## config.mk

```make
export PLATFORM = sky130hd
export DESIGN_NAME = wb_fifo_slave_flat
export DESIGN_NICKNAME = d
export VERILOG_FILES = /design/src/rtl/wb_fifo_slave_if.sv /design/src/rtl/wb_fifo_slave.sv /design/src/flat_wrapper.sv
export SDC_FILE = /design/constraint.sdc
export NUM_CORES = 1
export LEC_CHECK = 0
export BUFFER_PORTS_ARGS = -buffer_cell sky130_fd_sc_hd__buf_2
export CAP_MARGIN = 20
export CORE_ASPECT_RATIO = 1.25
export CORE_MARGIN = 5
export CORE_UTILIZATION = 45
export CTS_BUF_LIST = sky130_fd_sc_hd__clkbuf_8
export DETAILED_ROUTE_END_ITERATION = 8
export HOLD_SLACK_MARGIN = 0.15
export MAX_ROUTING_LAYER = met4
export PLACE_DENSITY_LB_ADDON = 0.05
export SETUP_SLACK_MARGIN = 0.15
export SLEW_MARGIN = 20
export SYNTH_ARGS = -nofsm -noshare
export SYNTH_HDL_FRONTEND = slang
export SYNTH_SLANG_ARGS = --single-unit
```

## constraint.sdc

```tcl
create_clock -name clk -period 7.6 [get_ports clk]
set_clock_uncertainty 0.2 [all_clocks]
set_input_delay 0.38 -clock clk [delete_from_list [all_inputs] [get_ports clk]]
set_output_delay 0.38 -clock clk [all_outputs]
set_load 0.05 [all_outputs]
```

## src/rtl/wb_fifo_slave_if.sv

```systemverilog
// Wishbone bus bundle between the host-interface master and the loopback FIFO responder.
interface wb_fifo_slave_if;
    logic        i_wbs_cyc;
    logic        i_wbs_stb;
    logic        i_wbs_we;
    logic [3:0]  i_wbs_sel;
    logic [31:0] i_wbs_adr;
    logic [31:0] i_wbs_dat;
    logic [31:0] o_wbs_dat;
    logic        o_wbs_ack;
    logic        o_wbs_int;

    modport slave (
        input  i_wbs_cyc, i_wbs_stb, i_wbs_we, i_wbs_sel, i_wbs_adr, i_wbs_dat,
        output o_wbs_dat, o_wbs_ack, o_wbs_int
    );

    modport master (
        output i_wbs_cyc, i_wbs_stb, i_wbs_we, i_wbs_sel, i_wbs_adr, i_wbs_dat,
        input  o_wbs_dat, o_wbs_ack, o_wbs_int
    );
endinterface

```

## src/rtl/wb_fifo_slave.sv

```systemverilog
// Wishbone responder exposing a 32-bit loopback FIFO via CONTROL/STATUS/DATA/THRESHOLD
// word registers, with a level interrupt on threshold or sticky over/underflow.
module wb_fifo_slave #(
    parameter int DEPTH_BITS = 4
) (
    input  logic              clk,
    input  logic              rst,
    wb_fifo_slave_if.slave    wbs
);
    localparam int DEPTH = 1 << DEPTH_BITS;
    localparam logic [DEPTH_BITS:0]   DEPTH_CNT = (DEPTH_BITS+1)'(DEPTH);
    localparam logic [DEPTH_BITS:0]   CNT_ONE   = (DEPTH_BITS+1)'(1);
    localparam logic [DEPTH_BITS-1:0] PTR_ONE   = DEPTH_BITS'(1);

    localparam logic [1:0] ADR_CTRL = 2'd0;
    localparam logic [1:0] ADR_STAT = 2'd1;
    localparam logic [1:0] ADR_DATA = 2'd2;
    localparam logic [1:0] ADR_THR  = 2'd3;

    logic [31:0]           mem [DEPTH];
    logic [DEPTH_BITS-1:0] rptr, wptr;
    logic [DEPTH_BITS:0]   count, threshold;
    logic                  int_en, ovf, unf;

    logic        accept, full, empty, thr;
    logic [1:0]  adr;
    logic [31:0] status, rd_data;
    logic        unused;

    assign adr    = wbs.i_wbs_adr[1:0];
    // A strobe is taken only while ack is low, so a held strobe costs exactly one access.
    assign accept = wbs.i_wbs_cyc & wbs.i_wbs_stb & ~wbs.o_wbs_ack;
    assign full   = (count == DEPTH_CNT);
    assign empty  = (count == '0);
    assign thr    = (count >= threshold);
    assign unused = ^{wbs.i_wbs_sel, wbs.i_wbs_adr[31:2]};

    always_comb begin
        status                 = '0;
        status[DEPTH_BITS:0]   = count;
        status[16]             = empty;
        status[17]             = full;
        status[18]             = ovf;
        status[19]             = unf;
        status[20]             = thr;
    end

    always_comb begin
        rd_data = '0;
        case (adr)
            ADR_CTRL: rd_data = {31'd0, int_en};
            ADR_STAT: rd_data = status;
            ADR_DATA: rd_data = empty ? 32'd0 : mem[rptr];
            ADR_THR:  rd_data = {{(31-DEPTH_BITS){1'b0}}, threshold};
            default:  rd_data = '0;
        endcase
    end

    // Storage carries no reset; occupancy is tracked solely by the pointers and count.
    always_ff @(posedge clk) begin
        if (accept && wbs.i_wbs_we && adr == ADR_DATA && !full)
            mem[wptr] <= wbs.i_wbs_dat;
    end

    always_ff @(posedge clk) begin
        if (rst) begin
            wbs.o_wbs_ack <= 1'b0;
            wbs.o_wbs_dat <= '0;
            wbs.o_wbs_int <= 1'b0;
            rptr          <= '0;
            wptr          <= '0;
            count         <= '0;
            threshold     <= DEPTH_CNT;
            int_en        <= 1'b0;
            ovf           <= 1'b0;
            unf           <= 1'b0;
        end else begin
            wbs.o_wbs_ack <= accept | (wbs.o_wbs_ack & wbs.i_wbs_stb);
            wbs.o_wbs_int <= int_en & (thr | ovf | unf);
            if (accept && !wbs.i_wbs_we)
                wbs.o_wbs_dat <= rd_data;
            if (accept) begin
                case (adr)
                    ADR_CTRL: if (wbs.i_wbs_we) begin
                        int_en <= wbs.i_wbs_dat[0];
                        if (wbs.i_wbs_dat[1]) begin
                            rptr  <= '0;
                            wptr  <= '0;
                            count <= '0;
                            ovf   <= 1'b0;
                            unf   <= 1'b0;
                        end
                    end
                    // Flags were latched into o_wbs_dat at this same edge before clearing.
                    ADR_STAT: if (!wbs.i_wbs_we) begin
                        ovf <= 1'b0;
                        unf <= 1'b0;
                    end
                    ADR_DATA: if (wbs.i_wbs_we) begin
                        if (full) ovf <= 1'b1;
                        else begin
                            wptr  <= wptr + PTR_ONE;
                            count <= count + CNT_ONE;
                        end
                    end else begin
                        if (empty) unf <= 1'b1;
                        else begin
                            rptr  <= rptr + PTR_ONE;
                            count <= count - CNT_ONE;
                        end
                    end
                    ADR_THR: if (wbs.i_wbs_we) threshold <= wbs.i_wbs_dat[DEPTH_BITS:0];
                    default: ;
                endcase
            end
        end
    end
endmodule
```

## src/flat_wrapper.sv

```systemverilog
// flat-port wrapper written by rule: the top's interface ports become plain ports
module wb_fifo_slave_flat 
#(
    parameter int DEPTH_BITS = 4
)
  (clk, rst, wbs_i_wbs_cyc, wbs_i_wbs_stb, wbs_i_wbs_we, wbs_i_wbs_sel, wbs_i_wbs_adr, wbs_i_wbs_dat, wbs_o_wbs_dat, wbs_o_wbs_ack, wbs_o_wbs_int);
  wb_fifo_slave_if wbs_i ();
  input  logic clk;
  input  logic rst;
  input wire logic [$bits(wbs_i.i_wbs_cyc)-1:0] wbs_i_wbs_cyc;
  input wire logic [$bits(wbs_i.i_wbs_stb)-1:0] wbs_i_wbs_stb;
  input wire logic [$bits(wbs_i.i_wbs_we)-1:0] wbs_i_wbs_we;
  input wire logic [$bits(wbs_i.i_wbs_sel)-1:0] wbs_i_wbs_sel;
  input wire logic [$bits(wbs_i.i_wbs_adr)-1:0] wbs_i_wbs_adr;
  input wire logic [$bits(wbs_i.i_wbs_dat)-1:0] wbs_i_wbs_dat;
  output wire logic [$bits(wbs_i.o_wbs_dat)-1:0] wbs_o_wbs_dat;
  output wire logic [$bits(wbs_i.o_wbs_ack)-1:0] wbs_o_wbs_ack;
  output wire logic [$bits(wbs_i.o_wbs_int)-1:0] wbs_o_wbs_int;
  assign wbs_i.i_wbs_cyc = wbs_i_wbs_cyc;
  assign wbs_i.i_wbs_stb = wbs_i_wbs_stb;
  assign wbs_i.i_wbs_we = wbs_i_wbs_we;
  assign wbs_i.i_wbs_sel = wbs_i_wbs_sel;
  assign wbs_i.i_wbs_adr = wbs_i_wbs_adr;
  assign wbs_i.i_wbs_dat = wbs_i_wbs_dat;
  assign wbs_o_wbs_dat = wbs_i.o_wbs_dat;
  assign wbs_o_wbs_ack = wbs_i.o_wbs_ack;
  assign wbs_o_wbs_int = wbs_i.o_wbs_int;
  wb_fifo_slave #(.DEPTH_BITS(DEPTH_BITS)) u_core (.clk(clk), .rst(rst), .wbs(wbs_i));
endmodule
```

==> flow_metrics.env <==
export IMPL_outcome="finished clean"
export IMPL_cpMaxStageDelayCell="nor3_2"
export IMPL_leakage_nw=8.32
export IMPL_numCtsBuffers=91
export IMPL_power_density_nw_per_um2=242
export IMPL_hpwl_mm=25.7
export IMPL_drv_slew=0
export IMPL_critical_path_top_delay_family="simple AND/OR/NAND/NOR gates"
export IMPL_yosys_cell_types_count=57
export IMPL_grt_pass1_vias=11900
export IMPL_period_share_pct=48.7
export IMPL_cts_htree_levels=3
export IMPL_cts_setup_buffers=0
export IMPL_critPathCaptureType="flip-flop"
export IMPL_worstMarginPinSlew_ns=0.956
export IMPL_ys_seq_elements=571
export IMPL_cts_tree="built"
export IMPL_die_width_um=208
export IMPL_ioPinCount=107
export IMPL_cp_cell_sequence="dlygate4sd3_1 -> buf_2 -> nand2b_1 -> nor3_1 -> nand2_1 -> nor3_2 -> buf_4"
export IMPL_cap_violations=0
export IMPL_yosys_warnings=0
export IMPL_fmax_ghz=0.270
export IMPL_start_util_pct=45.6
export IMPL_multiInputGateArea_um2=5310
export IMPL_grt_max_degree=57
export IMPL_crit_required_ns=7.68
export IMPL_startpoint_type="input port"
export IMPL_post_drt_wl_per_cell_um=24.8
export IMPL_antenna_found_initial=2
export IMPL_drive_gt1_share_pct=27.5
export IMPL_r2r_end="u_core.mem[0][8]$_DFFE_PP_"
export IMPL_dieArea_um2=53600
export IMPL_synth_edf_count=512
export IMPL_drtPass1Iterations=5
export IMPL_hp_start="u_core.wbs.o_wbs_dat[24]$_SDFFE_PP0P_"
export IMPL_viasPerCell=5.48
export IMPL_worstPathArrival_ns=3.78
export IMPL_fin_crit_ns=3.70
export IMPL_peakVddDrop_uv=153
export IMPL_place_congestion=0.786
export IMPL_drc=0
export IMPL_worstSetupPathType="input port to flip-flop"
export IMPL_drtAntennaViolNets=0
export IMPL_min_path_type="flip-flop to flip-flop"
export IMPL_nFillCells=4014
export IMPL_clkTransAtPathRegs_ns=0.06
export IMPL_syn_nets=1196
export IMPL_regArea_um2=16600
export IMPL_clockBufferDepth=3
export IMPL_dr_first_iter_drc_count=629
export IMPL_hold_viol_final=0
export IMPL_startpoint="wbs_i_wbs_adr[1]"
export IMPL_async_flop_share_pct=0
export IMPL_post_synth_top_area_cell="edfxtp_1"
export IMPL_ys_seq_area_share_pct=75.0
export IMPL_synthCells=1109
export IMPL_drt_wl_total_mm=49.9
export IMPL_grt_use_total_pct=19.3
export IMPL_holdPathEnd="u_core.wbs.o_wbs_dat[24]$_SDFFE_PP0P_"
export IMPL_cp_buffers_inverters=3
export IMPL_r2r_slack_ns=4.04
export IMPL_fin_util_pct=52.8
export IMPL_worst_path_max_fanout=27
export IMPL_slowest_delay_ns=0.62
export IMPL_rsz0062_at_grt="false"
export IMPL_insertion_delay_ns=0.67
export IMPL_synthesis_area_um2=22100
export IMPL_maxSlewHeadroom_pct=36.3
export IMPL_rows=90
export IMPL_coreArea_um2=48400
export IMPL_r2r_start="u_core.count[1]$_SDFFE_PP0P_"
export IMPL_portBuffers=72
export IMPL_synthToLayoutAreaGrowth_pct=15.7
export IMPL_finish_net_count=1370
export IMPL_synthTopCellsByArea="edfxtp_1 (70%), mux4_2 (12%), dfxtp_1 (5.3%)"
export IMPL_synth_main_ff_cell="edfxtp_1"
export IMPL_grt_remaining_overflow=0
export IMPL_finalSetupViolCount=0
export IMPL_die_h_um=258
export IMPL_grt_pass1_wl_mm=75.1
export IMPL_cts_root_buf="clkbuf_8"
export IMPL_reg2reg_depth=6
export IMPL_hold_depth=1
export IMPL_fin_hold_ws_ns=0.248
export IMPL_synth_area_per_cell_um2=19.9
export IMPL_synth_top_area_share_pct=69.6
export IMPL_vias=11000
export IMPL_final_setup_tns_ns=0
export IMPL_cts_sinks=571
==> power by group <==
| part | switching (mW) | total [mW] | internal [mW] |
|---|---|---|---|
| logic | 0.0941 | 0.152 | 0.0578 |
| registers | 0.00843 | 3.43 | 3.42 |
| clock network | 1.18 | 2.59 | 1.41 |
| total | 1.28 | 6.18 | 4.89 |
==> cell usage in the layout, fill, tap and decap left out, types with 6 or more instances in the layout <==
| cell type | instances |
|---|---|
| edfxtp_1 | 512 |
| mux4_2 | 120 |
| clkbuf_8 | 110 |
| mux2i_1 | 76 |
| buf_2 | 72 |
| dfxtp_1 | 55 |
| inv_1 | 42 |
| dlygate4sd3_1 | 42 |
| a21oi_1 | 31 |
| buf_4 | 27 |
| nor2_1 | 26 |
| a21o_1 | 25 |
| nand2_1 | 23 |
| o22ai_1 | 22 |
| o21ai_0 | 17 |
| clkinv_1 | 17 |
| ha_1 | 13 |
| nor2_4 | 12 |
| nand3_1 | 8 |
| nor3_1 | 7 |
| nand2b_1 | 7 |
| mux2_2 | 6 |
| nor2b_1 | 6 |
==> sequential cells by signal, summed over array words and instances (netlist names), 4 cells and up, named ones only <==
register and flops:
u_core.mem 512, u_core.wbs.o_wbs_dat 32, u_core.count 5, u_core.threshold 5
u_core.rptr 4, u_core.wptr 4
==> kinds of logic after synthesis <==
group           count (synthesis)  synth area share [%]
compound gates                125                  3.73
xor+xnor                        9                 0.357
fa+ha+maj                      14                 0.827
buf+inv                        70                  1.50
flops                         571                  75.0
mux                           202                  16.0
simple gates                  118                  2.63
==> repair_timing <==
action	CTS	global route
endpoints found under the hold margin	540	0
setup endpoints to repair	0	0
gates resized for setup	0	0
hold buffers	42	0
==> cell type report <==
type                            instances  share of cell area (%)
Tap cell                              644                    3.15
Clock inverter                         62                    1.32
Timing Repair Buffer                  141                    3.85
Antenna cell                            2                  0.0196
Clock buffer                          110                    5.92
Sequential cell                       571                    64.8
Multi-Input combinational cell        468                    20.8
Inverter                               10                   0.147
==> through the flow <==
stage	setup slack, ns	std cells	instance area [um^2]	power (mW)
floorplan	3.40	1109	22100	3.57
detailed placement	3.73	1792	23300	3.63
global placement	3.78	1792	23300	3.63
CTS	3.90	2006	25600	6.26
global route	3.73	2008	25600	6.41
finish	3.90	2008	25600	6.18
==> how the worst max path moves through the flow <==
stage	endpoint	cells after the start
floorplan	u_core.mem[3][0]$_DFFE_PP_	6
global route	u_core.mem[0][8]$_DFFE_PP_	7
finish	u_core.mem[0][8]$_DFFE_PP_	7
detailed placement	u_core.mem[0][12]$_DFFE_PP_	6
global placement	u_core.mem[0][12]$_DFFE_PP_	6
CTS	u_core.mem[0][7]$_DFFE_PP_	7
==> cell usage after synthesis, types with 11 or more instances <==
master and n:
a21oi_1 31, clkbuf_1 17, edfxtp_1 512, dfxtp_1 59
mux2i_1 76, o22ai_1 22, nor3_1 11, mux4_2 120
ha_1 13, nand2_1 23, a21o_1 25, o21ai_0 17
nor2_1 39, buf_2 27
==> metal layers <==
| layer | GRT usage (%) | vias up | part of all wire [%] |
|---|---|---|---|
| met1 | 23.8 | 5782 | 42 |
| met4 | 5.86 | 0 | 1.9 |
| met3 | 3.46 | 76 | 3.9 |
| met5 | - | - | 0 |
| met2 | 32.8 | 226 | 52 |
| li1 | - | 4919 | - |
Power figures use the tool's default switching activity.
